**src/rtl/mips_multicycle_sequencer.sv**
```systemverilog
// mips_multicycle_sequencer: multicycle MIPS state sequencer with Avalon stalls, MULT/DIV wait and halt on jump-to-zero
// Ports: clk, reset_n (async active-low); opcode/func_code/rt_code instruction fields;
//   waitrequest (Avalon); jump_target_zero (resolved target is 0); state (to control decoder);
//   read/write (Avalon strobes); stall; muldiv_start; hilo_write; active (low once halted)
module mips_multicycle_sequencer #(
  parameter int MUL_CYCLES = 4,
  parameter int DIV_CYCLES = 32,
  parameter int CNT_W = 6
) (
  input  logic       clk,
  input  logic       reset_n,
  input  logic [5:0] opcode,
  input  logic [5:0] func_code,
  input  logic [4:0] rt_code,
  input  logic       waitrequest,
  input  logic       jump_target_zero,
  output logic [2:0] state,
  output logic       read,
  output logic       write,
  output logic       stall,
  output logic       muldiv_start,
  output logic       hilo_write,
  output logic       active
);
  localparam logic [2:0] FETCH = 3'd0, DECODE = 3'd1, EXECUTE = 3'd2, MEMORY_ACCESS = 3'd3,
    WRITE_BACK = 3'd4, MULDIV_WAIT = 3'd5, HALTED = 3'd6;
  logic [2:0] state_nxt;
  logic [CNT_W-1:0] cnt, cnt_nxt;
  logic r_type, r_known, is_mul, is_div, is_hilo, is_jump, is_load, is_store, is_mem_class;
  logic mul_wait, div_wait;
  assign r_type = opcode == 6'h00;
  assign is_mul = r_type && (func_code == 6'h18 || func_code == 6'h19);
  assign is_div = r_type && (func_code == 6'h1a || func_code == 6'h1b);
  assign is_hilo = r_type && (func_code == 6'h11 || func_code == 6'h13);
  // R-type encodings that pass through MEMORY_ACCESS (shifts, JR/JALR, MFHI/MFLO, ALU ops)
  assign r_known = r_type && (func_code inside {6'h00, 6'h02, 6'h03, 6'h04, 6'h06, 6'h07, 6'h08,
    6'h09, 6'h10, 6'h12, [6'h20:6'h27], 6'h2a, 6'h2b});
  assign is_jump = (r_type && (func_code == 6'h08 || func_code == 6'h09)) ||
    (opcode == 6'h01 && rt_code inside {5'h00, 5'h01, 5'h10, 5'h11}) || opcode inside {[6'h02:6'h07]};
  assign is_load = opcode inside {[6'h20:6'h26]};
  assign is_store = opcode inside {6'h28, 6'h29, 6'h2b};
  assign is_mem_class = r_known || is_jump || is_load || is_store || opcode inside {[6'h08:6'h0f]};
  assign mul_wait = is_mul && (MUL_CYCLES > 0);
  assign div_wait = is_div && (DIV_CYCLES > 0);
  // reset_n gates read so no strobe is visible while reset is held
  assign read = reset_n && (state == FETCH || (state == MEMORY_ACCESS && is_load));
  assign write = state == MEMORY_ACCESS && is_store;
  assign stall = (read || write) && waitrequest;
  assign active = state != HALTED;
  always_comb begin
    state_nxt = state;
    cnt_nxt = cnt;
    muldiv_start = 1'b0;
    hilo_write = 1'b0;
    case (state)
      FETCH: state_nxt = waitrequest ? FETCH : DECODE;
      DECODE: state_nxt = EXECUTE;
      EXECUTE: begin
        if (mul_wait || div_wait) begin
          state_nxt = MULDIV_WAIT;
          cnt_nxt = mul_wait ? CNT_W'(MUL_CYCLES - 1) : CNT_W'(DIV_CYCLES - 1);
          muldiv_start = 1'b1;
        end else if (is_mul || is_div || is_hilo) begin
          state_nxt = FETCH;
          hilo_write = 1'b1;
        end else state_nxt = is_mem_class ? MEMORY_ACCESS : FETCH;
      end
      MULDIV_WAIT: begin
        cnt_nxt = cnt == '0 ? cnt : cnt - 1'b1;
        hilo_write = cnt == '0;
        state_nxt = cnt == '0 ? FETCH : MULDIV_WAIT;
      end
      MEMORY_ACCESS: state_nxt = (is_load || is_store) ? (waitrequest ? MEMORY_ACCESS : is_load ? WRITE_BACK : FETCH)
                                                        : (is_jump && jump_target_zero ? HALTED : FETCH);
      WRITE_BACK: state_nxt = FETCH;
      HALTED: state_nxt = HALTED;
      default: state_nxt = FETCH;
    endcase
  end
  always_ff @(posedge clk or negedge reset_n)
    if (!reset_n) begin
      state <= FETCH;
      cnt <= '0;
    end else begin
      state <= state_nxt;
      cnt <= cnt_nxt;
    end
endmodule

```
**config.mk**
```make
export PLATFORM = sky130hd
export DESIGN_NAME = mips_multicycle_sequencer
export DESIGN_NICKNAME = d
export VERILOG_FILES = /design/src/rtl/mips_multicycle_sequencer.sv
export SDC_FILE = /design/constraint.sdc
export NUM_CORES = 1
export LEC_CHECK = 0
export CAP_MARGIN = 25
export CORE_UTILIZATION = 55
export DETAILED_ROUTE_END_ITERATION = 6
export DONT_BUFFER_PORTS = 1
export PLACE_DENSITY = 0.73
export SLEW_MARGIN = 20
export SYNTH_ARGS = -nofsm -noshare
export SYNTH_HDL_FRONTEND = slang
export SYNTH_SLANG_ARGS = --single-unit
```
**constraint.sdc**
```tcl
create_clock -name clk -period 1.5 [get_ports clk]
set_input_delay 0.075 -clock clk [delete_from_list [all_inputs] [get_ports clk]]
set_output_delay 0.075 -clock clk [all_outputs]
set_load 0.01 [all_outputs]
```
Word-level counts from Yosys, hierarchy flattened --
Cells that the tools add are included.
Word-level totals: latch bits 0, memory bits (writable) 0, input bits 21, word-level logic and storage cells 102, output and inout port bits 9, register bits after elaboration 9, memories kept 0, ROM bits 0
Operators by class: muxes and demuxes 19, bitwise logic cells 0, reduce and logical (&&, ||, !) cells 40, order comparisons 8, equal/unequal tests 32, add/subtract/negate cells 1, shift-type cells 0, multiply operators 0, divide/modulo/power cells 0
Operators with widths (number):
- == test 6 x 5 -> 1 bit, second input constant | 8
- == test 6 bit, second input constant | 5
- == test 6 x 3 -> 1 bit, second input constant | 3
- zero test 6 bit | 3
- 2-to-1 mux 3 bit | 6
- one-hot mux 3 bit (6 select lines) | 1
- logical AND 1 bit | 15
- logical OR 1 bit | 15
- nonzero test 13 bit | 1
- == test 6 x 2 -> 1 bit, second input constant | 2
- == test 6 x 4 -> 1 bit, second input constant | 2
- greater-or-equal comparator 6 bit, second input constant | 2
- less-or-equal comparator 6 bit, second input constant | 2
- 2-to-1 mux 6 bit | 2
- one-hot mux 6 bit (2 select lines) | 1
- == test 5 bit, second input constant | 2
- == test 3 x 2 -> 1 bit, second input constant | 2
- == test 3 bit, second input constant | 2
- == test 6 x 1 -> 1 bit, second input constant | 1
- greater-or-equal comparator 6 x 2 -> 1 bit, second input constant | 1
- greater-or-equal comparator 6 x 4 -> 1 bit, second input constant | 1
- less-or-equal comparator 6 x 3 -> 1 bit, second input constant | 1
- less-or-equal comparator 6 x 4 -> 1 bit, second input constant | 1
- subtractor 6 x 1 -> 6 bit, second input constant | 1
- 14 further kinds | 20

Logic depth before layout (Yosys ltp) --
depth in word-level cells 13, depth in mapped cells 7, gate-level depth less buffers 7

Least setup slack after synthesis --
OpenSTA, ideal clock, no wires.
kind reg2out, start point register state[0], end point output port stall, slack -37 ps, data required time 1425 ps, data arrival time 1462 ps, cell stages (with the launch flop) 6, path buffers 0, cell sequence dfrtp_1 > nand2_1 > nor2_1 > and4bb_2 > a21boi_0 > o21a_1
Between the ends: elaborated cells on any way between the ends 8, classes of those cells eq/ne: 1; reduce/logical: 7
RTL lines:
- from (decl) | line 17 | output logic [2:0] state,
- from (signal assigned) | line 85 | state <= state_nxt;
- == test 3 x 2 -> 1 bit | line 47 | assign write = state == MEMORY_ACCESS && is_store;
- logical AND 1 bit | line 47
- net write | line 19 | output logic write,
- logical OR 1 bit | line 48 | assign stall = (read || write) && waitrequest;
- logical AND 1 bit | line 48
- to (decl) | line 20 | output logic stall,
The timed path passes the listed nets, and every way through them passes these cells.

Final worst setup path --
start point register state[0], end point output port stall
Between the ends: word-level cells in the longest chain between the ends 6, elaborated cells on any way between the ends 8, classes of those cells eq/ne: 1; reduce/logical: 7
RTL lines:
- == test 3 x 2 -> 1 bit | line 46, 47
- logical AND 1 bit | line 46 | assign read = reset_n && (state == FETCH || (state == MEMORY_ACCESS && is_load));
- logical OR 1 bit | line 46
- logical AND 1 bit | line 46
- logical OR 1 bit * | line 48
- logical AND 1 bit * | line 48
Mark *: on every way between the ends. The rest lies on a longest branch, timed or not.

==> flow_summary.toml <==
[drt]
wl_per_cell_um = 16.26
vias = 903
wl_um = 2276
detail_route.drc_violations = 0
initialDrtViolationCount = 22
number_of_nets_with_antenna_violations_after_detailed_routing = 0
drt-vias-per-instance = 6.450
drt_pass1_iterations = 4

[worst_setup_path]
timing.rr.start = "cnt[5]$_DFFE_PN0P_"
required_ns = 1.42
crit_type = "flop to output pin"
max_stage_delay_ns = 0.42
reg2reg_to = "state[2]$_DFF_PN0_"
critical_path.slowest_cell = "dfrtp_2"
critPathArrivalTime_ns = 1.47
length_in_cells_of_the_worst_reg_to_reg_path = 5
timing.critical_path.max_delay_family = "simple AND/OR/NAND/NOR gates"
worstSetupEndpointType = "output pin"
cell_by_cell_trace_of_the_critical_path = "nand2_2 -> nor2_2 -> and4bb_2 -> a21boi_4 -> o21a_1"
timing.reg2reg.setup_slack_ns = 0.02
timing.critical_path.fanout_max = 6
element_type_at_the_critical_path_start = "flop"
critical_path.n_buffers_inverters = 0

[clocking]
clockRootBuffer = "clkbuf_4"
num_cts_buffers = 3
clk_path_buf_depth = 2
cts_tree = "yes"
clkLatencyLatePin_ns = 0.27
clk_pin_slew_ns = 0.06
cts.htree.levels = 1
tritoncts_num_sinks = 9

[floorplan]
placement_rows = 13
dieArea_um2 = 1718
floorplan.initialDensity_pct = 62.64
num_io_pins = 30
die-width_um = 41.45
design.core.area_um2 = 1366
floorplan.die.height_um = 41.45

[placed_design]
placement.io_buffers = 0
placed_area_um2 = 942.2
place_congestion = 0.7825
dp_hpwl_um = 1515

[finish]
mostFrequentLayoutCell = "buf_4"
syn_to_final_growth_pct = 28.22
antenna-diode-count = 0
design_area_um2 = 1097
nNetsFinal = 149
mostFrequentLayoutCells = "buf_4 (18), nor2_1 (9), o21ai_1 (8), dfrtp_1 (8), nand2_1 (6)"
drive_gt1_share_pct = 34.40

[synth]
synth_edf_count = 0
area_fraction_of_the_dominant_cell_type_after_synthesis_pct = 26.32
async_set_or_reset_register_ratio_after_synthesis_pct = 100.0
synth.net_count = 125
seq_area_frac_synth_pct = 26.32
synth_cell_types = 41
number_of_synthesized_register_bits = 9
netlist.top_cell.by_area = "dfrtp_1"
syn-cell-area_um2 = 855.8
syn-mean-instance-area_um2 = 8.390
postSynthCellCount = 102
synth_ff_type = "dfrtp_1"
synth.area.top_cells = "dfrtp_1 (26%), nor2_1 (5.3%), o21ai_1 (4.1%), and3_1 (3.7%), a21oi_1 (3.5%)"
yosysWarnings = 0

[grt]
first_global_vias = 826
grt_max_degree = 12
overflow = 0
antenna_found_initial = 0
global_route.usage.total_pct = 27.45
wire_length_of_the_first_global_routing_pass_um = 3732

[timing]
worst_pin_slew_ns = 0.4266
worst_clock_skew_ns = 0.003644
relative_max_transition_margin_pct = 71.46
grt_setup_unrepaired = "true"
worst_case_setup_margin_in_the_final_layout_ns = -0.04669
finalCritPeriodShare_pct = 103.1
setup_violations = 3
finalCriticalPeriod_ns = 1.547
slew_viol_final = 0
final.setup.tns_ns = -0.06575
final-hold-violation-count = 0
clock.fmax_mhz = 646.5

[flow_run]
max-cap-violations = 0

[pwr]
internal_power_mw = 0.7069
seq_power_share_pct = 35.1
power.share.switching_pct = 38.64
power-per-cell-area_nw_per_um2 = 1050
combinationalPowerShare_pct = 48.1
power.share.clock_pct = 16.8
netSwitchingPower_mw = 0.4452
report.power.total_mw = 1.152
worst_ir_drop_vdd_v = 0.0009141
leakage_nw = 0.4830

[worst_hold_path]
worst_hold_path_type = "input pin to flop"
worstHoldPathCells = 2
hold_end = "cnt[5]$_DFFE_PN0P_"
holdCritStartpoint = "func_code[3]"

[outcome]
outcome = "complete, but fails checks"
failed_checks = "negative setup slack"
-- worst max path at each step --
stage          slack [ns]  depth (start not counted)                from                 end
2_1_floorplan        0.07                          5  state[0]$_DFF_PN0_               stall
3_3_place_gp         0.05                          5  cnt[3]$_DFFE_PN0P_  state[2]$_DFF_PN0_
3_5_place_dp         0.05                          5  cnt[3]$_DFFE_PN0P_  state[2]$_DFF_PN0_
4_1_cts             -0.02                          4  state[2]$_DFF_PN0_               stall
5_1_grt             -0.13                          5  state[0]$_DFF_PN0_               stall
6_report            -0.05                          5  state[0]$_DFF_PN0_               stall
-- layout make-up --
cell class,count,area (um^2)
sequential,9,226.5
clock buffer,4,26.28
fill,93,269.0
timing repair buffer,21,160.2
tap,15,18.77
multi-input combinational,86,646.9
inverter,5,18.77
-- logic make-up after synthesis --
group	synth area share [%]
AO/OA/AOI/OAI	26.46
XOR/XNOR	1.024
flip-flops	26.32
multiplexers	2.485
buffers and inverters	4.825
adder cells (fa/ha/maj)	2.924
AND/OR/NAND/NOR	35.96
-- power by group through the flow --
stage | clock [mW] | combinational (mW) | sequential, mW
after floorplan | 0 | 0.237 | 0.405
after global placement | 0 | 0.410 | 0.391
after detailed placement | 0 | 0.421 | 0.392
after CTS | 0.194 | 0.486 | 0.380
after global routing | 0.209 | 0.599 | 0.414
final | 0.193 | 0.554 | 0.404
-- registers in the layout, indices dropped and copies added, names as in the netlist --
register,flops
cnt,6
state,3
-- repair_timing --
item / in CTS / in global routing
cloned: 0 / 1
hold buffers: 2 / 0
pin swaps: 0 / 5
gates resized for setup: 5 / 10
hold endpoints to repair: 10 / 0
setup endpoints to repair: 5 / 11
setup buffers: 2 / 4
-- metal layers --
metal	global-route usage [%]	up-vias	part of all wire (%)
met5	0	-	0
met2	40.31	45	47
met1	38.90	422	43
li1	-	432	-
met4	5.161	0	1.2
met3	10.00	4	8.7
-- metrics by stage --
stage / utilization, % / hold slack (ns) / setup WS [ns] / std cells
after floorplan: - / -0.2206 / 0.06693 / 102
after global placement: 68.96 / -0.2204 / 0.05325 / 127
after detailed placement: 68.96 / -0.2204 / 0.04705 / 127
after CTS: 74.63 / 0.03509 / -0.01549 / 135
after global routing: 80.31 / 0.05744 / -0.1316 / 140
final: 80.31 / 0.03449 / -0.04669 / 140
-- worst register-to-register path, stage by stage, from the launching register on --
cell	delay [ns]
dfrtp_1	0.41
nor4_4	0.34
a21oi_2	0.11
a31oi_1	0.19
buf_4	0.18
o221ai_1	0.11
-- Yosys cell counts (2+ instances only) --
library cell / n
nand2b_1: 2
dfrtp_1: 9
buf_6: 2
o21ai_0: 4
a21oi_1: 6
a21o_1: 2
nand3b_1: 2
o21ai_1: 7
and3b_2: 2
nand3_1: 2
inv_1: 5
a31oi_1: 3
nor4_1: 3
and3_1: 5
ha_1: 2
nor3_1: 3
nor2_1: 12
nand2_1: 7
o21bai_1: 2
Note: power is estimated with default switching activity, not from simulation.
